## config.mk

```make
export PLATFORM = sky130hd
export DESIGN_NAME = cover_toggle_collector
export DESIGN_NICKNAME = d
export VERILOG_FILES = /design/src/rtl/cover_toggle_collector.sv
export SDC_FILE = /design/constraint.sdc
export NUM_CORES = 1
export LEC_CHECK = 0
export BUFFER_PORTS_ARGS = -buffer_cell sky130_fd_sc_hd__buf_2
export CAP_MARGIN = 20
export CORE_ASPECT_RATIO = 0.5
export CORE_UTILIZATION = 50
export CTS_BUF_LIST = sky130_fd_sc_hd__clkbuf_4 sky130_fd_sc_hd__clkbuf_8 sky130_fd_sc_hd__clkbuf_16
export DETAILED_ROUTE_END_ITERATION = 6
export HOLD_SLACK_MARGIN = 0.05
export PLACE_DENSITY = 0.75
export SETUP_SLACK_MARGIN = 0.05
export SYNTH_ARGS = -nofsm -noshare
export SYNTH_HDL_FRONTEND = slang
export SYNTH_SLANG_ARGS = --single-unit
```

## constraint.sdc

```tcl
create_clock -name clock -period 11.9 [get_ports clock]
set_clock_uncertainty 0.2 [all_clocks]
set_input_delay 2.38 -clock clock [delete_from_list [all_inputs] [get_ports clock]]
set_output_delay 2.38 -clock clock [all_outputs]
set_load 0.01 [all_outputs]
```

## src/rtl/cover_toggle_collector.sv

```systemverilog
// Toggle cover-point collector: captures hits into a pending bitmap and serialises them
// as one indexed event per cycle, with sticky covered bitmap, covered count and drop counter.
module cover_toggle_collector #(
  parameter int unsigned     WIDTH       = 36,
  parameter longint unsigned COVER_INDEX = 0,
  parameter longint unsigned COVER_TOTAL = 9715,
  parameter bit              FIRST_ONLY  = 1'b1,
  parameter bit              EDGE_DETECT = 1'b0,
  parameter int unsigned     CNT_W       = $clog2(WIDTH + 1)
) (
  input  logic             clock,
  input  logic             reset,
  input  logic [WIDTH-1:0] valid,
  input  logic             cover_clear,
  output logic             ev_valid,
  input  logic             ev_ready,
  output logic [63:0]      ev_index,
  output logic [CNT_W-1:0] covered_count,
  output logic             all_covered,
  output logic [15:0]      drop_count
);

  localparam int unsigned IDX_W = (WIDTH > 1) ? $clog2(WIDTH) : 1;
  localparam int unsigned POP_W = $clog2(WIDTH + 1);

  logic [WIDTH-1:0] prev_reg;
  logic             primed_reg;
  logic [WIDTH-1:0] pending_reg;
  logic [WIDTH-1:0] covered_reg;
  logic [CNT_W-1:0] covered_count_reg;
  logic             all_covered_reg;
  logic [15:0]      drop_count_reg;
  logic             ev_valid_reg;
  logic [63:0]      ev_index_reg;

  logic [WIDTH-1:0] hit;
  logic [WIDTH-1:0] eff;
  logic [WIDTH-1:0] drop_vec;
  logic [WIDTH-1:0] sel_onehot;
  logic [IDX_W-1:0] sel_idx;
  logic             sel_found;
  logic             load;
  logic             take;
  logic [WIDTH-1:0] pending_kept;
  logic [WIDTH-1:0] pending_next;
  logic [WIDTH-1:0] covered_next;
  logic [POP_W-1:0] cov_pop;
  logic [POP_W-1:0] drop_pop;
  logic [16:0]      drop_sum;
  logic [15:0]      drop_count_next;

  function automatic logic [POP_W-1:0] popcount(input logic [WIDTH-1:0] v);
    logic [POP_W-1:0] acc;
    acc = '0;
    for (int i = 0; i < WIDTH; i++) begin
      acc = acc + POP_W'(v[i]);
    end
    return acc;
  endfunction

  // Edge mode stays silent until prev has been loaded once after reset.
  genvar gi;
  generate
    for (gi = 0; gi < WIDTH; gi++) begin : g_bit
      assign hit[gi]      = EDGE_DETECT ? (primed_reg & (valid[gi] ^ prev_reg[gi])) : valid[gi];
      assign eff[gi]      = FIRST_ONLY ? (hit[gi] & ~covered_reg[gi]) : hit[gi];
      assign drop_vec[gi] = !FIRST_ONLY && eff[gi] && pending_kept[gi];
    end
  endgenerate

  // Lowest set bit of pending wins; isolate it with the two's-complement trick.
  assign sel_onehot = pending_reg & (~pending_reg + WIDTH'(1));
  assign sel_found  = |pending_reg;

  always_comb begin
    sel_idx = '0;
    for (int i = 0; i < WIDTH; i++) begin
      if (sel_onehot[i]) begin
        sel_idx = IDX_W'(i);
      end
    end
  end

  assign load = !ev_valid_reg || ev_ready;
  assign take = load && sel_found && !cover_clear;

  // Selection clears its bit before new hits are merged, so a re-hit on the selected bit is not a drop.
  assign pending_kept = pending_reg & ~(take ? sel_onehot : '0);
  assign pending_next = cover_clear ? '0 : (pending_kept | eff);
  assign covered_next = cover_clear ? '0 : (covered_reg | hit);

  assign cov_pop  = popcount(covered_next);
  assign drop_pop = popcount(drop_vec);
  assign drop_sum = {1'b0, drop_count_reg} + 17'(drop_pop);
  assign drop_count_next = cover_clear ? 16'd0 : (drop_sum[16] ? 16'hFFFF : drop_sum[15:0]);

  always_ff @(posedge clock or posedge reset) begin
    if (reset) begin
      prev_reg          <= '0;
      primed_reg        <= 1'b0;
      pending_reg       <= '0;
      covered_reg       <= '0;
      covered_count_reg <= '0;
      all_covered_reg   <= 1'b0;
      drop_count_reg    <= '0;
      ev_valid_reg      <= 1'b0;
      ev_index_reg      <= '0;
    end else begin
      prev_reg          <= valid;
      primed_reg        <= 1'b1;
      pending_reg       <= pending_next;
      covered_reg       <= covered_next;
      covered_count_reg <= CNT_W'(cov_pop);
      all_covered_reg   <= (cov_pop == POP_W'(WIDTH));
      drop_count_reg    <= drop_count_next;
      if (load) begin
        ev_valid_reg <= take;
        if (take) begin
          ev_index_reg <= COVER_INDEX + 64'(sel_idx);
        end
      end
    end
  end

  assign ev_valid      = ev_valid_reg;
  assign ev_index      = ev_index_reg;
  assign covered_count = covered_count_reg;
  assign all_covered   = all_covered_reg;
  assign drop_count    = drop_count_reg;

  // Global index range of this group must fit inside the design's cover point total.
  assert property (@(posedge clock) disable iff (reset) (COVER_INDEX + WIDTH <= COVER_TOTAL))
    else $error("cover_toggle_collector: COVER_INDEX + WIDTH exceeds COVER_TOTAL");

endmodule

```

After elaboration in Yosys (flattened, before gate mapping):

Cells that the tools add are included.

* register bits: 102
* logic and storage cells: 168

* add/subtract/negate cells: 36
* eq/ne operators: 1
* multiplexer cells: 39
* bitwise logic cells: 78
* reductions and logical operators: 7

Operators by type and width (number)
* $add A6 B1 Y6: 30
* $mux W36: 3
* $mux W5: 16
* $and A36 B36 Y36: 2
* $not A36 Y36: 2
* $or A36 B36 Y36: 2
* $add A36 B1 Y36 const B: 1
* $and A1 B1 Y1: 36
* $not A1 Y1: 36
* $reduce_or A36 Y1: 1
* $mux W4: 8
* $mux W6: 4
* $mux W16: 1
* $mux W3: 4
* $add A5 B1 Y6: 1
* $eq A6 B6 Y1 const B: 1
* $add A4 B1 Y5: 1
* $add A3 B1 Y4: 1
* $mux W2: 2
* $add A2 B1 Y3: 1
* $add A1 B1 Y2: 1
* $logic_and A1 B1 Y1: 2
* $logic_not A1 Y1: 2
* $reduce_and A2 Y1: 1
* other kinds (2): 2

Longest topological paths before layout:

Gate-level depths: netlist (run 1).

* depth after elaboration: 38
* mapped depth: 21
* mapped depth without buffers: 19

Worst setup path after synthesis (run 1):

OpenSTA, ideal clock, no wires.

* path type: input-to-reg
* from: input port cover_clear
* to: register all_covered_reg (netlist: all_covered)
* arrival time: 7.574 ns
* setup slack: 4.021 ns
* stages: 20
* path buffers: 3
* path through: clkbuf_1 > clkbuf_1 > buf_1 > nor2_1 > fa_1 > inv_1 > fa_1 > inv_1 > fa_1 > inv_1 > fa_1 > fa_1 > fa_1 > inv_1 > ha_1 > fa_1 > a21o_1 > a21oi_1 > xor2_1 > nor4b_1

* elaborated cells on any way between the ends: 37

RTL lines
* start, declared: line 14 `input logic cover_clear,`
* $mux W36: line 90 `assign covered_next = cover_clear ? '0 : (covered_reg | hit);`
* via covered_next[19]: line 46 `logic [WIDTH-1:0] covered_next;`
* $add A6 B1 Y6 (17 in series): line 56 `acc = acc + POP_W'(v[i]);`
* via cov_pop[4]: line 47 `logic [POP_W-1:0] cov_pop;`
* $eq A6 B6 Y1: line 114 `all_covered_reg <= (cov_pop == POP_W'(WIDTH));`
* end signal, assigned: line 114
* end, declared: line 31 `logic all_covered_reg;`

The timed path passes the listed nets, and every way through them passes these cells.
A chain may end at the register's enable or synchronous reset.

Worst setup path in the final report (run 1):

* from: input port cover_clear
* to: register all_covered_reg (netlist: all_covered)

* elaborated cells on any way between the ends: 37

RTL lines (line)
* $mux W36: 90
* via covered_next[17]: 46
* $add A6 B1 Y6 (19 in series): 56
* via cov_pop[4]: 47
* $eq A6 B6 Y1: 114

The timed path passes the listed nets, and every way through them passes these cells.

==> results of run 1 <==
## how the worst min path moves through the flow
stage                          from         endpoint  slack, ns  cells after the start
global route            ev_index[3]      ev_index[3]       0.31                      2
detailed placement      ev_index[0]      ev_index[0]       0.27                      1
floorplan           pending_reg[35]  pending_reg[35]       0.30                      2
CTS                     ev_index[0]      ev_index[0]       0.28                      1
finish                  ev_index[0]      ev_index[0]       0.28                      1
global placement        ev_index[0]      ev_index[0]       0.26                      1
## routing by layer
| layer | vias up | routed length, um | track usage (%) |
|---|---|---|---|
| li1 | 1838 | - | - |
| met1 | 1770 | 5176 | 30.80 |
| met2 | 144 | 4759 | 32.86 |
| met3 | 6 | 892 | 6.545 |
| met4 | 0 | 67 | 3.436 |
| met5 | - | 0 | 0 |
## worst max-delay path, cell delays in order
cell and delay, ns:
sky130_fd_sc_hd__buf_2 0.08, sky130_fd_sc_hd__buf_4 0.56, sky130_fd_sc_hd__nor2_1 0.20, sky130_fd_sc_hd__fa_1 0.57
sky130_fd_sc_hd__inv_1 0.05, sky130_fd_sc_hd__fa_1 0.50, sky130_fd_sc_hd__inv_1 0.05, sky130_fd_sc_hd__fa_1 0.49
sky130_fd_sc_hd__inv_1 0.05, sky130_fd_sc_hd__fa_1 0.47, sky130_fd_sc_hd__fa_1 0.50, sky130_fd_sc_hd__fa_1 0.50
sky130_fd_sc_hd__inv_1 0.04, sky130_fd_sc_hd__ha_1 0.19, sky130_fd_sc_hd__fa_1 0.40, sky130_fd_sc_hd__a21o_1 0.19
sky130_fd_sc_hd__a21oi_1 0.16, sky130_fd_sc_hd__xor2_1 0.10, sky130_fd_sc_hd__nor4b_1 0.31
## cells by family (layout without fill, tap and decap cells)
group / Yosys count / after routing / synth area share, %
AOI/OAI and AO/OA: 103 / 103 / 12.04
xor gates and xnor gates: 3 / 3 / 0.4911
adders and majority gates: 36 / 36 / 12.35
buffers and inverters: 138 / 123 / 14.87
DFF: 86 / 86 / 40.22
other: 1 / 74 / 0.07008
and+or+nand+nor: 205 / 205 / 19.97
## cell usage after synthesis (2+ instances only)
library cell / number / area (sq um)
sky130_fd_sc_hd__or4_1: 3 / 22.52
sky130_fd_sc_hd__a21oi_1: 46 / 230.2
sky130_fd_sc_hd__fa_1: 28 / 560.5
sky130_fd_sc_hd__and3_1: 2 / 12.51
sky130_fd_sc_hd__or2_2: 17 / 106.4
sky130_fd_sc_hd__nand2_2: 2 / 12.51
sky130_fd_sc_hd__a32oi_1: 2 / 17.52
sky130_fd_sc_hd__nor4_1: 3 / 18.77
sky130_fd_sc_hd__a21o_1: 3 / 22.52
sky130_fd_sc_hd__nor3_1: 10 / 50.05
sky130_fd_sc_hd__or4_4: 2 / 22.52
sky130_fd_sc_hd__ha_1: 8 / 100.1
sky130_fd_sc_hd__nor2b_1: 16 / 100.1
sky130_fd_sc_hd__clkbuf_1: 12 / 45.04
sky130_fd_sc_hd__o21a_1: 2 / 15.01
sky130_fd_sc_hd__a31oi_1: 2 / 12.51
sky130_fd_sc_hd__o41ai_1: 3 / 26.28
sky130_fd_sc_hd__nand3_1: 8 / 40.04
sky130_fd_sc_hd__xor2_1: 2 / 17.52
sky130_fd_sc_hd__buf_4: 74 / 555.5
sky130_fd_sc_hd__inv_1: 51 / 191.4
sky130_fd_sc_hd__o21ai_0: 11 / 55.05
sky130_fd_sc_hd__o41a_1: 2 / 22.52
sky130_fd_sc_hd__o21ai_1: 10 / 50.05
sky130_fd_sc_hd__nor2_1: 87 / 326.6
sky130_fd_sc_hd__nor4_2: 3 / 37.54
sky130_fd_sc_hd__nand2b_1: 29 / 181.4
sky130_fd_sc_hd__o31ai_1: 13 / 97.59
sky130_fd_sc_hd__nand2_1: 15 / 56.30
sky130_fd_sc_hd__dfrtp_1: 86 / 2152
## layout by cell type (no fill, tap or decap), types with 3 or more instances in the layout
cell type	n
sky130_fd_sc_hd__nor3_1	10
sky130_fd_sc_hd__or4_1	3
sky130_fd_sc_hd__nor2b_1	16
sky130_fd_sc_hd__buf_2	53
sky130_fd_sc_hd__nor4_1	3
sky130_fd_sc_hd__inv_1	50
sky130_fd_sc_hd__nor2_1	87
sky130_fd_sc_hd__nand2_1	15
sky130_fd_sc_hd__nand3_1	8
sky130_fd_sc_hd__o31ai_1	13
sky130_fd_sc_hd__o21ai_0	11
sky130_fd_sc_hd__o21ai_1	10
sky130_fd_sc_hd__o41ai_1	3
sky130_fd_sc_hd__clkinv_4	3
sky130_fd_sc_hd__a21o_1	3
sky130_fd_sc_hd__fa_1	28
sky130_fd_sc_hd__nand2b_1	29
sky130_fd_sc_hd__conb_1	74
sky130_fd_sc_hd__dfrtp_1	86
sky130_fd_sc_hd__or2_2	17
sky130_fd_sc_hd__ha_1	8
sky130_fd_sc_hd__a21oi_1	46
sky130_fd_sc_hd__nor4_2	3
sky130_fd_sc_hd__clkbuf_16	9
## power by group
part / leakage (nW) / switching [mW] / total, mW / internal [mW]
registers: 1.09 / 0.0218 / 0.354 / 0.332
logic: 1.60 / 0.312 / 0.547 / 0.235
clock network: 0.147 / 0.122 / 0.287 / 0.165
total: 2.84 / 0.455 / 1.19 / 0.732
## final cells by class
type / instances / area [sq um] / area share, %
Multi-Input combinational cell: 421 / 2678 / 46.07
Sequential cell: 86 / 2152 / 37.03
Tap cell: 140 / 175.2 / 3.014
Clock inverter: 7 / 81.33 / 1.399
Inverter: 51 / 192.7 / 3.315
Clock buffer: 9 / 225.2 / 3.875
Timing Repair Buffer: 56 / 307.8 / 5.296
## per-stage QoR
step | hold WS (ns) | instance area [sq um] | setup slack [ns] | power, mW | util [%]
finish | 0.2814 | 5812 | 4.075 | 1.188 | 56.36
detailed placement | 0.2651 | 5478 | 3.760 | 0.9023 | 53.12
global route | 0.3104 | 5812 | 3.746 | 1.301 | 56.36
global placement | 0.2619 | 5478 | 3.846 | 0.8884 | 53.12
CTS | 0.2804 | 5784 | 4.041 | 1.204 | 56.09
floorplan | 0.2954 | 5625 | 4.021 | 0.7879 | -
==> results.yml, run 1 <==
place:
  detailedPlacementHpwl_um: 8195
  place_congestion: 0.9101
  number_of_buffers_added_on_ports: 53
  placedCellCount: 753
sta:
  setup-violations-final: 0
  finalHoldViolations: 0
  fmax_ghz: 0.1278
  final.setup.tns_ns: 0
  maxSlewHeadroom_pct: 50.91
  timing.final.max_slew_violations: 0
  finalCriticalPeriod_ns: 7.825
  setup_repair_after_global_routing_missed_its_margin: "false"
  final.period_utilization_pct: 65.76
  worst_pin_slew_ns: 0.7364
cells_and_area:
  num-nets-final: 701
  syn2layout_area_growth_pct: 8.604
  drive_gt1_share_pct: 16.67
  n_antenna_cell: 0
  nFillCells: 887
  post_layout_nonfiller_instances: 770
routing:
  remaining_drc_errors: 0
  drt-total-wl_um: 10900
  detailroute.via_count: 3758
  dr.first_iter.drc_count: 235
  post_drt_wl_per_cell_um: 14.15
  detail-route-antenna-nets: 0
  drt_pass1_iterations: 4
  vias_per_cell: 4.881
floorplanning:
  chipHeight_um: 75.16
  die_area_sq_um: 11150
  ios: 128
  core.rowCount: 26
  floorplan.initialDensity_pct: 51.89
  core_area_sq_um: 10310
  die_width_um: 148.3
clock_network:
  cts_max_level: 3
  cts_tree: "done"
  cts_root_buffer: "sky130_fd_sc_hd__clkbuf_16"
  clk_transition_reported_paths_ns: 0.06
  ctsLongestPathBuffers: 2
  cts_buffers: 9
  clkLatencyLatePin_ns: 0.35
  clock_sink_count: 86
  ctsResizeCount: 0
  cts_setup_buffers: 0
  post_cts_hold_buffer_count: 0
critical_path:
  worstReg2RegEnd: "all_covered"
  cp.arrival_ns: 7.86
  worstSetupEndpointType: "flop"
  crit-reg2reg-launch: "covered_reg[23]"
  cp-start-kind: "input port"
  crit_path_start: "cover_clear"
  type_of_the_worst_setup_path: "input port to flop"
  r2r_slack_ns: 6.41
  cp_data_required_time_ns: 11.94
  worst_r2r_path_depth: 17
  critical_path.endpoint: "all_covered"
  critical_path.max_fanout: 75
synthesis:
  synthesis.area_per_instance_sq_um: 9.356
  asyncSetResetFlopFracSynth_pct: 100.0
  count_of_state_elements_after_synthesis: 86
  ys_types: 50
  post_synth_instance_area_sq_um: 5351
  synth_ff_type: "sky130_fd_sc_hd__dfrtp_1"
  number_of_cells_produced_by_synthesis: 572
  synth-seq-area-share_pct: 40.22
  synth-warning-count: 0
  number_of_synthesized_flops_with_an_enable_pin: 0
grt:
  grt_overflow_total: 0
  number_of_antenna_violations_at_the_first_check_in_global_routing: 0
  number_of_global_route_vias_before_repair: 3545
  global_route.usage.total_pct: 21.51
  global_route_wire_length_before_repair_um: 17970
  largest_net_degree_at_the_start_of_global_routing: 87
outcome:
  outcome: "finished, final reports clean"
pwr:
  power.leakage_nw: 2.835
  pwr_per_cell_area_nw_per_um2: 204.3
  ir_drop_mv: 0.2522
hold_path:
  worstHoldPathType: "flop to flop"
flow_run:
  drv_cap: 0
Note: power is estimated with default switching activity, not from simulation.
==> run 2: changes to the inputs <==
Settings changed: ABC_AREA set to 1.
Clock period 11.9 ns to 8 ns, I/O delays scaled along.
==> results.yml, run 2 <==
critical_path:
  cp_common_cell: "sky130_fd_sc_hd__fa_1"
  critical_path.max_fanout: 28
  cp_cell_sequence: "buf_2 -> inv_1 -> o21ai_0 -> fa_1 -> fa_1 -> inv_1 -> fa_1 -> inv_1 -> fa_1 -> fa_1 -> fa_1 -> inv_1 -> ha_1 -> fa_1 -> a21oi_1 -> nor2_1 -> nor2_1 -> xor2_1 -> nor3_1"
  worstSetupEndpointType: "flop"
  type_of_the_worst_setup_path: "input port to flop"
  cp_data_required_time_ns: 8.02
  timing.critical_path.slowest_stage_cell: "sky130_fd_sc_hd__fa_1"
  cp.buffers_inverters: 5
  cp-start-kind: "input port"
  cp.arrival_ns: 6.68
  cpPeakStageDelay_ns: 0.50
  crit_family: "adder cells"
clock_network:
  clkLatencyLatePin_ns: 0.34
  clock_sink_count: 86
  cts_root_buffer: "sky130_fd_sc_hd__clkbuf_16"
  cts_setup_buffers: 0
  ctsLongestPathBuffers: 2
  cts_tree: "done"
  ctsResizeCount: 0
  clk_transition_reported_paths_ns: 0.07
  cts_max_level: 3
  post_cts_hold_buffer_count: 0
  cts_buffers: 9
sta:
  fmax_ghz: 0.1503
  finalHoldViolations: 0
  setup_repair_after_global_routing_missed_its_margin: "false"
  worst_pin_slew_ns: 0.7326
  finalCriticalPeriod_ns: 6.654
  maxSlewHeadroom_pct: 51.10
  final.period_utilization_pct: 83.17
  fin_hold_ws_ns: 0.2958
  setup-violations-final: 0
  timing.final.max_slew_violations: 0
  final.setup.tns_ns: 0
place:
  place_congestion: 0.8955
  number_of_buffers_added_on_ports: 53
  detailedPlacementHpwl_um: 9010
floorplanning:
  die_area_sq_um: 11590
  core_area_sq_um: 10510
  core.rowCount: 26
  floorplan.initialDensity_pct: 53.01
  ios: 128
  die_width_um: 151.3
  chipHeight_um: 76.64
routing:
  drt_pass1_iterations: 5
  dr.first_iter.drc_count: 346
  post_drt_wl_per_cell_um: 13.59
  detail-route-antenna-nets: 0
  vias_per_cell: 4.873
  remaining_drc_errors: 0
  detailroute.via_count: 4210
  drt-total-wl_um: 11740
cells_and_area:
  mostFrequentLayoutCell: "sky130_fd_sc_hd__inv_1"
  drive_gt1_share_pct: 14.64
  num-nets-final: 795
  n_antenna_cell: 0
  most_frequent_cells_in_the_layout: "sky130_fd_sc_hd__inv_1, sky130_fd_sc_hd__nand2_1, sky130_fd_sc_hd__nor2_1, sky130_fd_sc_hd__dfrtp_1, sky130_fd_sc_hd__conb_1"
  syn2layout_area_growth_pct: 8.064
pwr:
  comb_power_share_pct: 44.6
  pwr_per_cell_area_nw_per_um2: 285.9
  power.switching_uw: 671.2
  power.leakage_nw: 3.189
  pwr-share-seq_pct: 30.4
  ir_drop_mv: 0.3254
  cell_internal_pwr_mw: 1.050
  power_frac_clock_pct: 25.0
  power_switching_share_pct: 39.01
synthesis:
  asyncSetResetFlopFracSynth_pct: 100.0
  post-synth-top-area-cell: "sky130_fd_sc_hd__dfrtp_1"
  ys_types: 43
  number_of_synthesized_flops_with_an_enable_pin: 0
  synth-seq-area-share_pct: 38.63
  synthesis.area_per_instance_sq_um: 8.389
  most_used_standard_cell_by_instance_count_after_synthesis: "sky130_fd_sc_hd__inv_1"
  post_synth_top_area_share_pct: 38.63
  number_of_cells_produced_by_synthesis: 664
  synth-warning-count: 0
  synth_ff_type: "sky130_fd_sc_hd__dfrtp_1"
  count_of_state_elements_after_synthesis: 86
  post_synth_main_area_contributors: "sky130_fd_sc_hd__dfrtp_1, sky130_fd_sc_hd__fa_1, sky130_fd_sc_hd__buf_4, sky130_fd_sc_hd__inv_1, sky130_fd_sc_hd__nand2_1"
  post_synth_instance_area_sq_um: 5570
  yosys-top-cells-count: "sky130_fd_sc_hd__inv_1, sky130_fd_sc_hd__dfrtp_1, sky130_fd_sc_hd__nand2_1, sky130_fd_sc_hd__nor2_1, sky130_fd_sc_hd__buf_4"
hold_path:
  worstHoldPathType: "flop to flop"
grt:
  largest_net_degree_at_the_start_of_global_routing: 87
  number_of_global_route_vias_before_repair: 3922
  global_route.usage.total_pct: 21.75
  grt_overflow_total: 0
  number_of_antenna_violations_at_the_first_check_in_global_routing: 0
  global_route_wire_length_before_repair_um: 19110
flow_run:
  drv_cap: 0
outcome:
  outcome: "finished, final reports clean"
[run 2: cell count changes after synthesis, moves of 8 or more]
cell,change
sky130_fd_sc_hd__a21oi_1,-13
sky130_fd_sc_hd__inv_1,+67
sky130_fd_sc_hd__nand2_1,+71
sky130_fd_sc_hd__nand2b_1,-29
sky130_fd_sc_hd__nand3_1,+10
sky130_fd_sc_hd__nand4_1,+12
sky130_fd_sc_hd__nor2b_1,-16
sky130_fd_sc_hd__o21ai_0,+18
sky130_fd_sc_hd__o21ai_1,+8
sky130_fd_sc_hd__o31ai_1,-11
sky130_fd_sc_hd__or2_2,-14
[run 2: metal layers]
metal	vias to the layer above	part of all wire (%)	track usage, %
li1	2020	-	-
met1	1974	47	31.46
met2	200	43	32.01
met3	16	9.6	6.228
met4	0	1.1	5.300
met5	-	0	0
[run 2: cell type report]
class	count	area, sq um
clock buffer	10	239.0
clock inverter	6	68.82
fill	925	4488
inverter	119	447.9
multi-input combinational	446	2621
sequential	86	2152
tap	140	175.2
timing repair buffer	57	315.3
[run 2: power groups by stage]
| stage | Sequential (mW) | Clock, mW | Combinational, mW |
|---|---|---|---|
| global placement | 0.529 | 0 | 0.767 |
| finish | 0.523 | 0.430 | 0.767 |
| detailed placement | 0.529 | 0 | 0.771 |
| CTS | 0.522 | 0.436 | 0.780 |
| global route | 0.528 | 0.453 | 0.902 |
| floorplan | 0.534 | 0 | 0.616 |
[run 2: worst paths after layout]
path	startpoint	end	slack [ns]	cells past startpoint
max in group asynchronous	reset	pending_reg[32]	5.93	4
max	cover_clear	all_covered	1.35	19
min reg2reg	ev_index[2]	ev_index[2]	0.30	2
min in group asynchronous	reset	all_covered	1.05	3
max reg2reg	covered_reg[17]	all_covered	2.65	19
min	ev_index[2]	ev_index[2]	0.30	2
[run 2: cell families (layout without fill, tap and decap cells)]
family | Yosys count | after routing | share of synthesized area, %
buffers and inverters | 205 | 192 | 19.23
AOI/OAI and AO/OA | 94 | 94 | 9.232
DFF | 86 | 86 | 38.63
other | 1 | 74 | 0.06732
adders and majority gates | 36 | 36 | 11.86
and+or+nand+nor | 239 | 239 | 20.51
xor gates and xnor gates | 3 | 3 | 0.4718
[run 2: through the flow]
| step | instances | util (%) | setup WS [ns] | cell area, sq um | power (mW) |
|---|---|---|---|---|---|
| floorplan | 737 | - | 1.094 | 5844 | 1.150 |
| global placement | 847 | 54.10 | 1.105 | 5684 | 1.295 |
| detailed placement | 847 | 54.10 | 1.035 | 5684 | 1.300 |
| CTS | 863 | 57.03 | 1.362 | 5992 | 1.739 |
| global route | 864 | 57.29 | 1.070 | 6020 | 1.884 |
| finish | 864 | 57.29 | 1.346 | 6020 | 1.721 |
[run 2: worst reg2reg max path: stages (launching register included)]
cell and delay, ns:
sky130_fd_sc_hd__dfrtp_1 0.38, sky130_fd_sc_hd__nor2_1 0.13, sky130_fd_sc_hd__nor2_1 0.09, sky130_fd_sc_hd__fa_1 0.57, sky130_fd_sc_hd__inv_1 0.06, sky130_fd_sc_hd__fa_1 0.51
sky130_fd_sc_hd__inv_1 0.05, sky130_fd_sc_hd__fa_1 0.47, sky130_fd_sc_hd__inv_1 0.05, sky130_fd_sc_hd__fa_1 0.47, sky130_fd_sc_hd__fa_1 0.48, sky130_fd_sc_hd__fa_1 0.48
sky130_fd_sc_hd__inv_1 0.04, sky130_fd_sc_hd__ha_1 0.20, sky130_fd_sc_hd__fa_1 0.40, sky130_fd_sc_hd__a21oi_1 0.17, sky130_fd_sc_hd__nor2_1 0.05, sky130_fd_sc_hd__nor2_1 0.10
sky130_fd_sc_hd__xor2_1 0.22, sky130_fd_sc_hd__nor3_1 0.09
==> run 3: changes to the inputs <==
Clock period 8 ns to 6.6 ns, I/O delays scaled along.
==> results.yml, run 3 (synthesis results as in run 2) <==
outcome:
  outcome: "finished, final reports clean"
hold_path:
  worstHoldPathType: "flop to flop"
  min_path_cells: 2
  holdCritStartpoint: "ev_index[2]"
  whs_endpoint: "ev_index[2]"
critical_path:
  crit-reg2reg-launch: "covered_reg[25]"
  worst_r2r_path_depth: 17
  timing.critical_path.slowest_stage_cell: "sky130_fd_sc_hd__fa_1"
  cp_common_cell: "sky130_fd_sc_hd__fa_1"
  cp-start-kind: "input port"
  cp_cell_sequence: "buf_2 -> buf_4 -> nor2_1 -> fa_1 -> inv_1 -> fa_1 -> fa_1 -> fa_1 -> fa_1 -> fa_1 -> inv_1 -> ha_1 -> fa_1 -> a21oi_1 -> nor2_1 -> nor2_1 -> xor2_1 -> nor3_1"
  cp.arrival_ns: 6.19
  critical_path.max_fanout: 10
  worstSetupEndpointType: "flop"
  cp_data_required_time_ns: 6.62
  type_of_the_worst_setup_path: "input port to flop"
  cpPeakStageDelay_ns: 0.55
  r2r_slack_ns: 1.29
  worstReg2RegEnd: "all_covered"
floorplanning:
  die_width_um: 151.3
  die_area_sq_um: 11590
  core.rowCount: 26
  floorplan.initialDensity_pct: 53.01
  ios: 128
  core_area_sq_um: 10510
  chipHeight_um: 76.64
pwr:
  comb_power_share_pct: 45.7
  pwr_per_cell_area_nw_per_um2: 348.4
  power_switching_share_pct: 39.10
  cell_internal_pwr_mw: 1.277
  power.switching_uw: 820.0
  pwr-share-seq_pct: 30.2
  ir_drop_mv: 0.4887
  power_frac_clock_pct: 24.1
  power.leakage_nw: 3.191
  design_power_total_mw: 2.097
routing:
  post_drt_wl_per_cell_um: 13.59
  met2WireLength_um: 5065
  remaining_drc_errors: 0
  detailroute.wirelength.met3_um: 1052
  drt-total-wl_um: 11740
  maxUsedRoutingLayer: "met4"
  detailroute.via_count: 4171
  dr.first_iter.drc_count: 288
  vias_per_cell: 4.828
  drt_pass1_iterations: 4
  wl_met1_um: 5534
  detail-route-antenna-nets: 0
sta:
  final.setup.tns_ns: 0
  maxSlewHeadroom_pct: 50.83
  timing.final.max_slew_violations: 0
  finalCriticalPeriod_ns: 6.164
  setup_repair_after_global_routing_missed_its_margin: "false"
  final.setup.worst_slack_ns: 0.4363
  final.period_utilization_pct: 93.39
  setup-violations-final: 0
  fmax_ghz: 0.1622
  worst_pin_slew_ns: 0.7367
  finalHoldViolations: 0
cells_and_area:
  most_frequent_cells_in_the_layout: "sky130_fd_sc_hd__inv_1, sky130_fd_sc_hd__nand2_1, sky130_fd_sc_hd__nor2_1, sky130_fd_sc_hd__dfrtp_1, sky130_fd_sc_hd__conb_1"
  drive_gt1_share_pct: 14.64
  n_antenna_cell: 0
  nFillCells: 925
  mostFrequentLayoutCell: "sky130_fd_sc_hd__inv_1"
  layout.cell_area.non_filler_sq_um: 6020
  syn2layout_area_growth_pct: 8.064
  num-nets-final: 797
grt:
  global_route_wire_length_before_repair_um: 19400
  global_route.usage.total_pct: 22.24
  grt_overflow_total: 0
  number_of_global_route_vias_before_repair: 3875
  largest_net_degree_at_the_start_of_global_routing: 87
  number_of_antenna_violations_at_the_first_check_in_global_routing: 0
place:
  place_congestion: 0.8880
  dp_worst_setup_slack_ns: 0.09497
  number_of_buffers_added_on_ports: 53
  placed_cell_area_sq_um: 5699
  detailedPlacementHpwl_um: 9155
clock_network:
  post_cts_hold_buffer_count: 0
  clk_transition_reported_paths_ns: 0.06
  cts_max_level: 3
  cts_setup_buffers: 0
  clkLatencyLatePin_ns: 0.34
  cts_tree: "done"
  cts_buffers: 9
  ctsResizeCount: 0
  clock_sink_count: 86
  ctsLongestPathBuffers: 2
  cts_root_buffer: "sky130_fd_sc_hd__clkbuf_16"
flow_run:
  drv_cap: 0
run 3: cell count changes in the layout (fill, tap and decap cells not counted):
cell | before | now
sky130_fd_sc_hd__buf_4 | 3 | 5
sky130_fd_sc_hd__clkbuf_4 | 0 | 1
sky130_fd_sc_hd__clkinv_2 | 2 | 1
sky130_fd_sc_hd__clkinv_4 | 2 | 1
sky130_fd_sc_hd__inv_6 | 1 | 0
run 3: how the worst max path moves through the flow:
stage	from	slack, ns	depth (start not counted)	end
final	cover_clear	0.44	18	all_covered
after global routing	cover_clear	0.19	18	all_covered
after CTS	cover_clear	0.45	18	all_covered
after detailed placement	cover_clear	0.09	18	all_covered
after global placement	cover_clear	0.20	18	all_covered
after floorplan	cover_clear	0.09	21	all_covered
run 3: per-stage QoR:
step	cells	hold slack [ns]	utilization (%)
floorplan	737	0.2878	-
global placement	849	0.2670	54.24
detailed placement	849	0.2779	54.24
CTS	863	0.2934	57.03
global route	864	0.3171	57.29
finish	864	0.2823	57.29
run 3: power groups by stage:
stage	registers, mW	clock network [mW]	logic (mW)
3_3_place_gp	0.640	0	0.924
6_report	0.634	0.505	0.958
4_1_cts	0.633	0.514	0.973
3_5_place_dp	0.642	0	0.960
5_1_grt	0.641	0.536	1.13
2_1_floorplan	0.647	0	0.747
run 3: critical path: cells and delay by family:
kind	cells	cell delay (ns)
fa+ha+maj	8	3.61
buf+inv	4	0.52
simple gates	4	0.33
xor+xnor	1	0.23
compound gates	1	0.16
run 3: layout make-up:
| cell class | instances | area [sq um] | share of cell area (%) |
|---|---|---|---|
| clock buffer | 11 | 246.5 | 4.095 |
| clock inverter | 3 | 46.29 | 0.7691 |
| inverter | 119 | 447.9 | 7.441 |
| multi-input combinational | 446 | 2621 | 43.55 |
| sequential | 86 | 2152 | 35.75 |
| tap | 140 | 175.2 | 2.910 |
| timing repair buffer | 59 | 330.3 | 5.487 |
run 3: routing by layer:
| metal | vias up | track usage, % |
|---|---|---|
| li1 | 2019 | - |
| met3 | 9 | 7.784 |
| met5 | - | 0 |
| met4 | 0 | 4.800 |
| met2 | 193 | 32.33 |
| met1 | 1950 | 31.79 |
